[config.mk]
export PLATFORM = sky130hd
export DESIGN_NAME = sd_init_sequencer
export DESIGN_NICKNAME = d
export VERILOG_FILES = /design/src/rtl/sd_init_sequencer.sv
export SDC_FILE = /design/constraint.sdc
export NUM_CORES = 1
export LEC_CHECK = 0
export CAP_MARGIN = 20
export CORE_UTILIZATION = 40
export CTS_BUF_LIST = sky130_fd_sc_hd__clkbuf_16
export CTS_CLUSTER_DIAMETER = 150
export DETAILED_ROUTE_END_ITERATION = 16
export PLACE_DENSITY = 0.79
export SYNTH_ARGS = -nofsm -noshare
export SYNTH_HDL_FRONTEND = slang
export SYNTH_SLANG_ARGS = --single-unit
[constraint.sdc]
create_clock -name clk -period 2.8 [get_ports clk]
set_input_delay 0.56 -clock clk [delete_from_list [all_inputs] [get_ports clk]]
set_output_delay 0.56 -clock clk [all_outputs]
set_load 0.005 [all_outputs]
[src/rtl/sd_init_sequencer.sv]
// SPI-mode SD card initialisation sequencer: power-up wait, CMD0, CMD8, CMD55/ACMD41 loop, CMD58.
// Drives the command fields of sd_controller and checks each R1/R7/OCR response it returns.
//
// state   | meaning
// --------+---------------------------------------------------------------
// IDLE    | out of reset, waiting for start
// POWERUP | counting power-up clocks before the first CMD0
// ISSUE   | one-cycle sd_start pulse for the command in cmd_q
// WAIT    | waiting for sd_done, then checking the response
// GAP     | idle spacing after a busy ACMD41 before the next CMD55
// DONE    | card initialised, init_done held
// ERROR   | sequence failed, error_code held
module sd_init_sequencer #(
    parameter int POWERUP_CYCLES = 80,
    parameter int CMD0_RETRIES   = 8,
    parameter int ACMD41_RETRIES = 255,
    parameter int RETRY_GAP      = 16,
    parameter int TIMEOUT_CYCLES = 1024
) (
    input  logic        clk,
    input  logic        rst,
    input  logic        start,
    output logic [5:0]  sd_cmd,
    output logic [31:0] sd_arg,
    output logic [6:0]  sd_crc,
    output logic [2:0]  sd_nresponse,
    output logic        sd_start,
    input  logic        sd_done,
    input  logic [7:0]  resp_r1,
    input  logic [31:0] resp_ext,
    output logic        busy,
    output logic        init_done,
    output logic        init_error,
    output logic [2:0]  error_code,
    output logic        card_v2,
    output logic        card_sdhc
);
    localparam int TMR_MAX0 = (POWERUP_CYCLES > RETRY_GAP) ? POWERUP_CYCLES : RETRY_GAP;
    localparam int TMR_MAX  = (TMR_MAX0 > TIMEOUT_CYCLES) ? TMR_MAX0 : TIMEOUT_CYCLES;
    localparam int TMR_W    = $clog2(TMR_MAX + 1);
    localparam int C0_W     = $clog2(CMD0_RETRIES + 1);
    localparam int A41_W    = $clog2(ACMD41_RETRIES + 1);

    localparam logic [TMR_W-1:0] PWR_LAST = TMR_W'(POWERUP_CYCLES - 1);
    localparam logic [TMR_W-1:0] GAP_LAST = TMR_W'(RETRY_GAP - 1);
    // ISSUE cycle plus the registered transition: error shows TIMEOUT_CYCLES after sd_start
    localparam logic [TMR_W-1:0] TO_LAST  = TMR_W'(TIMEOUT_CYCLES - 2);
    localparam logic [C0_W-1:0]  C0_MAX   = C0_W'(CMD0_RETRIES);
    localparam logic [A41_W-1:0] A41_MAX  = A41_W'(ACMD41_RETRIES);

    typedef enum logic [2:0] {
        S_IDLE, S_POWERUP, S_ISSUE, S_WAIT, S_GAP, S_DONE, S_ERROR
    } state_t;

    typedef enum logic [2:0] {
        C_CMD0, C_CMD8, C_CMD55, C_ACMD41, C_CMD58
    } cmd_t;

    state_t             state_q, state_d;
    cmd_t               cmd_q, cmd_d;
    logic [TMR_W-1:0]   tmr_q, tmr_d, tmr_inc;
    logic [C0_W-1:0]    c0_cnt_q, c0_cnt_d, c0_inc;
    logic [A41_W-1:0]   a41_cnt_q, a41_cnt_d, a41_inc;
    logic [2:0]         err_q, err_d;
    logic               v2_q, v2_d;
    logic               sdhc_q, sdhc_d;
    logic               unused_ext;

    assign unused_ext = ^{resp_ext[31], resp_ext[29:12]};

    always_ff @(posedge clk or posedge rst) begin
        if (rst) begin
            state_q   <= S_IDLE;
            cmd_q     <= C_CMD0;
            tmr_q     <= '0;
            c0_cnt_q  <= '0;
            a41_cnt_q <= '0;
            err_q     <= '0;
            v2_q      <= 1'b0;
            sdhc_q    <= 1'b0;
        end else begin
            state_q   <= state_d;
            cmd_q     <= cmd_d;
            tmr_q     <= tmr_d;
            c0_cnt_q  <= c0_cnt_d;
            a41_cnt_q <= a41_cnt_d;
            err_q     <= err_d;
            v2_q      <= v2_d;
            sdhc_q    <= sdhc_d;
        end
    end

    always_comb begin
        state_d   = state_q;
        cmd_d     = cmd_q;
        tmr_d     = tmr_q;
        c0_cnt_d  = c0_cnt_q;
        a41_cnt_d = a41_cnt_q;
        err_d     = err_q;
        v2_d      = v2_q;
        sdhc_d    = sdhc_q;
        tmr_inc   = (tmr_q == '1) ? tmr_q : tmr_q + 1'b1;
        c0_inc    = (c0_cnt_q == '1) ? c0_cnt_q : c0_cnt_q + 1'b1;
        a41_inc   = (a41_cnt_q == '1) ? a41_cnt_q : a41_cnt_q + 1'b1;

        case (state_q)
            S_IDLE, S_DONE, S_ERROR: begin
                if (start) begin
                    state_d   = S_POWERUP;
                    cmd_d     = C_CMD0;
                    tmr_d     = '0;
                    c0_cnt_d  = '0;
                    a41_cnt_d = '0;
                    err_d     = '0;
                    v2_d      = 1'b0;
                    sdhc_d    = 1'b0;
                end
            end
            S_POWERUP: begin
                if (tmr_q == PWR_LAST) begin
                    state_d = S_ISSUE;
                    cmd_d   = C_CMD0;
                end else begin
                    tmr_d = tmr_inc;
                end
            end
            S_ISSUE: begin
                state_d = S_WAIT;
                tmr_d   = '0;
                if (cmd_q == C_CMD0)
                    c0_cnt_d = c0_inc;
            end
            S_WAIT: begin
                if (sd_done) begin
                    state_d = S_ISSUE;
                    case (cmd_q)
                        C_CMD0: begin
                            if (resp_r1 == 8'h01) begin
                                cmd_d = C_CMD8;
                            end else if (c0_cnt_q >= C0_MAX) begin
                                state_d = S_ERROR;
                                err_d   = 3'd1;
                            end
                        end
                        C_CMD8: begin
                            if (resp_r1 == 8'h01 && resp_ext[11:0] == 12'h1AA) begin
                                v2_d  = 1'b1;
                                cmd_d = C_CMD55;
                            end else if (resp_r1 == 8'h05) begin
                                v2_d  = 1'b0;
                                cmd_d = C_CMD55;
                            end else begin
                                state_d = S_ERROR;
                                err_d   = 3'd2;
                            end
                        end
                        C_CMD55: begin
                            if (resp_r1 == 8'h00 || resp_r1 == 8'h01) begin
                                cmd_d = C_ACMD41;
                            end else begin
                                state_d = S_ERROR;
                                err_d   = 3'd3;
                            end
                        end
                        C_ACMD41: begin
                            if (resp_r1 == 8'h00) begin
                                cmd_d = C_CMD58;
                            end else if (resp_r1 == 8'h01) begin
                                a41_cnt_d = a41_inc;
                                if (a41_inc == A41_MAX) begin
                                    state_d = S_ERROR;
                                    err_d   = 3'd4;
                                end else begin
                                    state_d = S_GAP;
                                    tmr_d   = '0;
                                    cmd_d   = C_CMD55;
                                end
                            end else begin
                                state_d = S_ERROR;
                                err_d   = 3'd3;
                            end
                        end
                        C_CMD58: begin
                            if (resp_r1 == 8'h00) begin
                                sdhc_d  = v2_q & resp_ext[30];
                                state_d = S_DONE;
                            end else begin
                                state_d = S_ERROR;
                                err_d   = 3'd5;
                            end
                        end
                        default: begin
                            state_d = S_ERROR;
                            err_d   = 3'd3;
                        end
                    endcase
                end else if (tmr_q == TO_LAST) begin
                    state_d = S_ERROR;
                    err_d   = 3'd6;
                end else begin
                    tmr_d = tmr_inc;
                end
            end
            S_GAP: begin
                if (tmr_q == GAP_LAST)
                    state_d = S_ISSUE;
                else
                    tmr_d = tmr_inc;
            end
            default: state_d = S_IDLE;
        endcase
    end

    // Fields are only driven while a command is outstanding, so they read 0 otherwise
    always_comb begin
        sd_cmd       = '0;
        sd_arg       = '0;
        sd_crc       = '0;
        sd_nresponse = '0;
        if (state_q == S_ISSUE || state_q == S_WAIT) begin
            case (cmd_q)
                C_CMD0: sd_crc = 7'h4A;
                C_CMD8: begin
                    sd_cmd       = 6'd8;
                    sd_arg       = 32'h0000_01AA;
                    sd_crc       = 7'h43;
                    sd_nresponse = 3'd4;
                end
                C_CMD55: begin
                    sd_cmd = 6'd55;
                    sd_crc = 7'h32;
                end
                C_ACMD41: begin
                    sd_cmd = 6'd41;
                    sd_arg = v2_q ? 32'h4000_0000 : 32'h0000_0000;
                    sd_crc = v2_q ? 7'h3B : 7'h72;
                end
                C_CMD58: begin
                    sd_cmd       = 6'd58;
                    sd_crc       = 7'h7E;
                    sd_nresponse = 3'd4;
                end
                default: sd_cmd = '0;
            endcase
        end
    end

    assign sd_start   = (state_q == S_ISSUE);
    assign busy       = (state_q == S_POWERUP) || (state_q == S_ISSUE) ||
                        (state_q == S_WAIT) || (state_q == S_GAP);
    assign init_done  = (state_q == S_DONE);
    assign init_error = (state_q == S_ERROR);
    assign error_code = err_q;
    assign card_v2    = v2_q;
    assign card_sdhc  = sdhc_q;

endmodule

==> flow_summary.ini <==
[status]
status = complete, no violations

[critical_path]
path_class = register to register
path_common_cell = buf_4
max_stage_delay_ns = 0.53
crit_buf_inv = 2
rr_worst_depth = 9
worstPathMaxFanout = 7
arrival_ns = 2.93
critPathRequiredTime_ns = 2.99
r2r_start = tmr_q[4]$_DFFE_PP0P_
worst_setup_path_start_kind = register
end_kind = register
path_delay_family = simple AND/OR/NAND/NOR gates
path_cells = or4_1 -> or4_4 -> or3_1 -> nand3_2 -> buf_4 -> a21oi_1 -> buf_4 -> and4_1 -> nor4_2
cp_slowest_cell = or4_1
r2r_slack_ns = 0.07
r2r-end = tmr_q[5]$_DFFE_PP0P_

[route]
drt-pass1-iter-count = 5
wl_per_cell_um = 13.7
drc = 0
vias = 2839
antenna_left = 0
drtIter0Drc = 259
drt_wl_total_um = 7150
via_per_inst = 5.43

[cells_and_area]
drive_above_1_share_pct = 16.4
diodes = 0
num-nets-final = 475
layout.cells.non_filler = 523
areaGrowthSynthToFinish_pct = 30.7

[timing]
hold_viol = 0
fin_crit_ns = 2.73
maxSlewViolCount = 0
finalClockSkew_ns = 0.00824
fmax_mhz = 366
setup_ws_ns = 0.0697
setup_viol = 0
finalCritPeriodShare_pct = 97.5

[yosys]
ys_async_sr_fraction_pct = 100
syn_area_um2 = 2850
syn_inst = 357
ys_warn_count = 0
ys_seq_area_share_pct = 29.8
synth_edf_count = 0
synth_ff_type = dfrtp_1
synth_seq_cells = 34
netlist_top_cells_area = dfrtp_1, buf_4, nand2_1
synth_top_cell_by_area = dfrtp_1
synth.distinct_cells = 66
synth_top_cell_area_share_pct = 29.8
avgSynthCellArea_um2 = 7.99

[die]
start_util_pct = 41.8
io_pins = 101
die_h_um = 86.5
rows = 30
core_area_um2 = 6830
design.die.area_um2 = 7480
fp.dieW_um = 86.5

[clocking]
cts_tree = yes
clock-sinks = 34
clock_path_buffers = 2
cts_hold_buf = 0
cts_setup_buffers = 0
clk_pin_slew_ns = 0.06
cts_buffers = 5
insertion_delay_ns = 0.28
cts_root_buf = clkbuf_16
h-tree-depth = 2

[global_route]
first_global_vias = 2736
grt_pass1_wl_um = 12200
overflow = 0
antenna_found_initial = 0
grt_max_degree = 35
grt_usage_pct = 20.1

[placement]
pre_cts_ws_ns = -0.102
place_inst = 515
gp_congestion = 0.904
port_buffers = 53
hpwl_um = 5440

[power_and_ir_drop]
irDropWorstVdd_mv = 0.300
powerDensity_nw_per_um2 = 692
power_leakage_nw = 1.65

[job]
maxCapViolCount = 0

[hold_path]
worstHoldPathType = register to register
min_from = card_sdhc$_DFFE_PP0P_
holdPathStages = 2
holdPathEnd = card_sdhc$_DFFE_PP0P_
[cell usage after synthesis (2+ instances only)]
cell / n
a211oi_1: 6
a21oi_1: 24
a221oi_1: 2
a22o_1: 2
a311oi_1: 2
a31oi_1: 7
a32o_1: 2
and2_1: 4
and2_2: 2
and3_1: 8
and4_1: 2
buf_2: 3
buf_4: 34
buf_6: 2
clkbuf_1: 13
dfrtp_1: 34
ha_1: 5
inv_1: 15
maj3_1: 2
mux2_2: 4
mux2_4: 3
mux2i_1: 2
nand2_1: 37
nand2b_1: 4
nand3_1: 13
nand4_1: 4
nand4b_1: 2
nor2_1: 37
nor2b_1: 4
nor3_1: 4
nor3b_1: 3
nor4_1: 3
nor4_2: 2
nor4bb_1: 2
o2111ai_1: 2
o21ai_0: 14
o21ai_1: 7
o31ai_1: 3
o41ai_1: 2
or2_2: 2
or4_4: 3
xnor2_1: 5
xor2_1: 3
[placed cells by master (no fill, tap or decap), drive strengths merged, types with 4 or more instances in the layout]
| cell | count |
|---|---|
| a211oi | 6 |
| nor2b | 4 |
| nand4 | 4 |
| o21ai | 22 |
| nor3 | 4 |
| nand2b | 4 |
| nand2 | 37 |
| dfrtp | 34 |
| mux2 | 7 |
| clkdlybuf4s50 | 53 |
| buf | 35 |
| conb | 28 |
| and2 | 7 |
| nor2 | 37 |
| xnor2 | 5 |
| inv | 16 |
| and3 | 9 |
| nand3 | 14 |
| ha | 5 |
| a31oi | 7 |
| nor4 | 5 |
| clkbuf | 5 |
| or4 | 4 |
| a21oi | 24 |
[cell families (layout without fill, tap and decap cells)]
group | Yosys count | after routing | synth area share [%]
AO/OA/AOI/OAI | 85 | 85 | 19.9
XOR/XNOR | 8 | 8 | 2.46
adder cells (fa/ha/maj) | 7 | 7 | 2.89
buffers and inverters | 69 | 112 | 14.2
flip-flops | 34 | 34 | 29.8
multiplexers | 9 | 9 | 3.86
other | 1 | 28 | 0.131
AND/OR/NAND/NOR | 144 | 144 | 26.8
[per-stage QoR]
| step | TNS, ns | hold WS (ns) | instance area [µm²] | power [W] | utilization, % |
|---|---|---|---|---|---|
| after floorplan | 0 | 0.473 | 2960 | 0.00147 | - |
| after global placement | -0.0160 | 0.466 | 3520 | 0.00180 | 51.6 |
| after detailed placement | -0.285 | 0.471 | 3520 | 0.00183 | 51.6 |
| after CTS | 0 | 0.484 | 3720 | 0.00257 | 54.4 |
| after global routing | -0.00442 | 0.495 | 3730 | 0.00274 | 54.6 |
| final | 0 | 0.478 | 3730 | 0.00258 | 54.6 |
[worst max-delay path by stage]
stage	cells after the start	slack, ns	endpoint	from
floorplan	8	0.04	error_code[0]$_DFFE_PP0P_	a41_cnt_q[0]$_DFFE_PP0P_
global route	9	-0.004	tmr_q[5]$_DFFE_PP0P_	tmr_q[4]$_DFFE_PP0P_
detailed placement	8	-0.10	cmd_q[1]$_DFFE_PP0P_	resp_ext[5]
CTS	8	0.06	error_code[0]$_DFFE_PP0P_	a41_cnt_q[0]$_DFFE_PP0P_
global placement	8	-0.02	cmd_q[1]$_DFFE_PP0P_	resp_ext[5]
finish	9	0.07	tmr_q[5]$_DFFE_PP0P_	tmr_q[4]$_DFFE_PP0P_
[registers in the layout, indices dropped and copies added, names as in the netlist]
| signal | cells |
|---|---|
| tmr_q | 11 |
| a41_cnt_q | 8 |
| c0_cnt_q | 4 |
| cmd_q | 3 |
| error_code | 3 |
| state_q | 3 |
| card_sdhc | 1 |
| card_v2 | 1 |
[routing by layer]
metal / wire (µm) / track usage (%) / vias to the layer above / part of all wire [%]
li1: - / - / 1354 / -
met3: 399 / 3.71 / 13 / 5.6
met1: 3130 / 25.7 / 1357 / 44
met2: 3540 / 34.8 / 115 / 50
met5: 0 / 0 / - / 0
met4: 76 / 5.45 / 0 / 1.1
[worst min-delay path, stage by stage, from the launching register on]
cell and delay (ns):
dfrtp_1 0.33, nand2_1 0.04, o21ai_0 0.06
[where the power goes]
group / switching, W / total, W / leakage [nW] / internal, W
Sequential: 0.000134 / 0.000721 / 0.455 / 0.000587
Clock: 0.000217 / 0.000729 / 0.0940 / 0.000511
Combinational: 0.000574 / 0.00113 / 1.10 / 0.000559
[area by class of cell]
type	instances	area, µm²
Sequential cell	34	852
Timing Repair Buffer	88	793
Multi-Input combinational cell	281	1710
Inverter	16	60.1
Clock inverter	3	68.8
Tap cell	96	120
Clock buffer	5	125
Fill cell	623	3100
[repair_timing]
action / CTS / global route
gates cloned: 0 / 0
pin swaps: 0 / 1
endpoints found under the setup margin: 2 / 6
gates resized for setup: 1 / 4
Note: power is estimated with default switching activity, not from simulation.
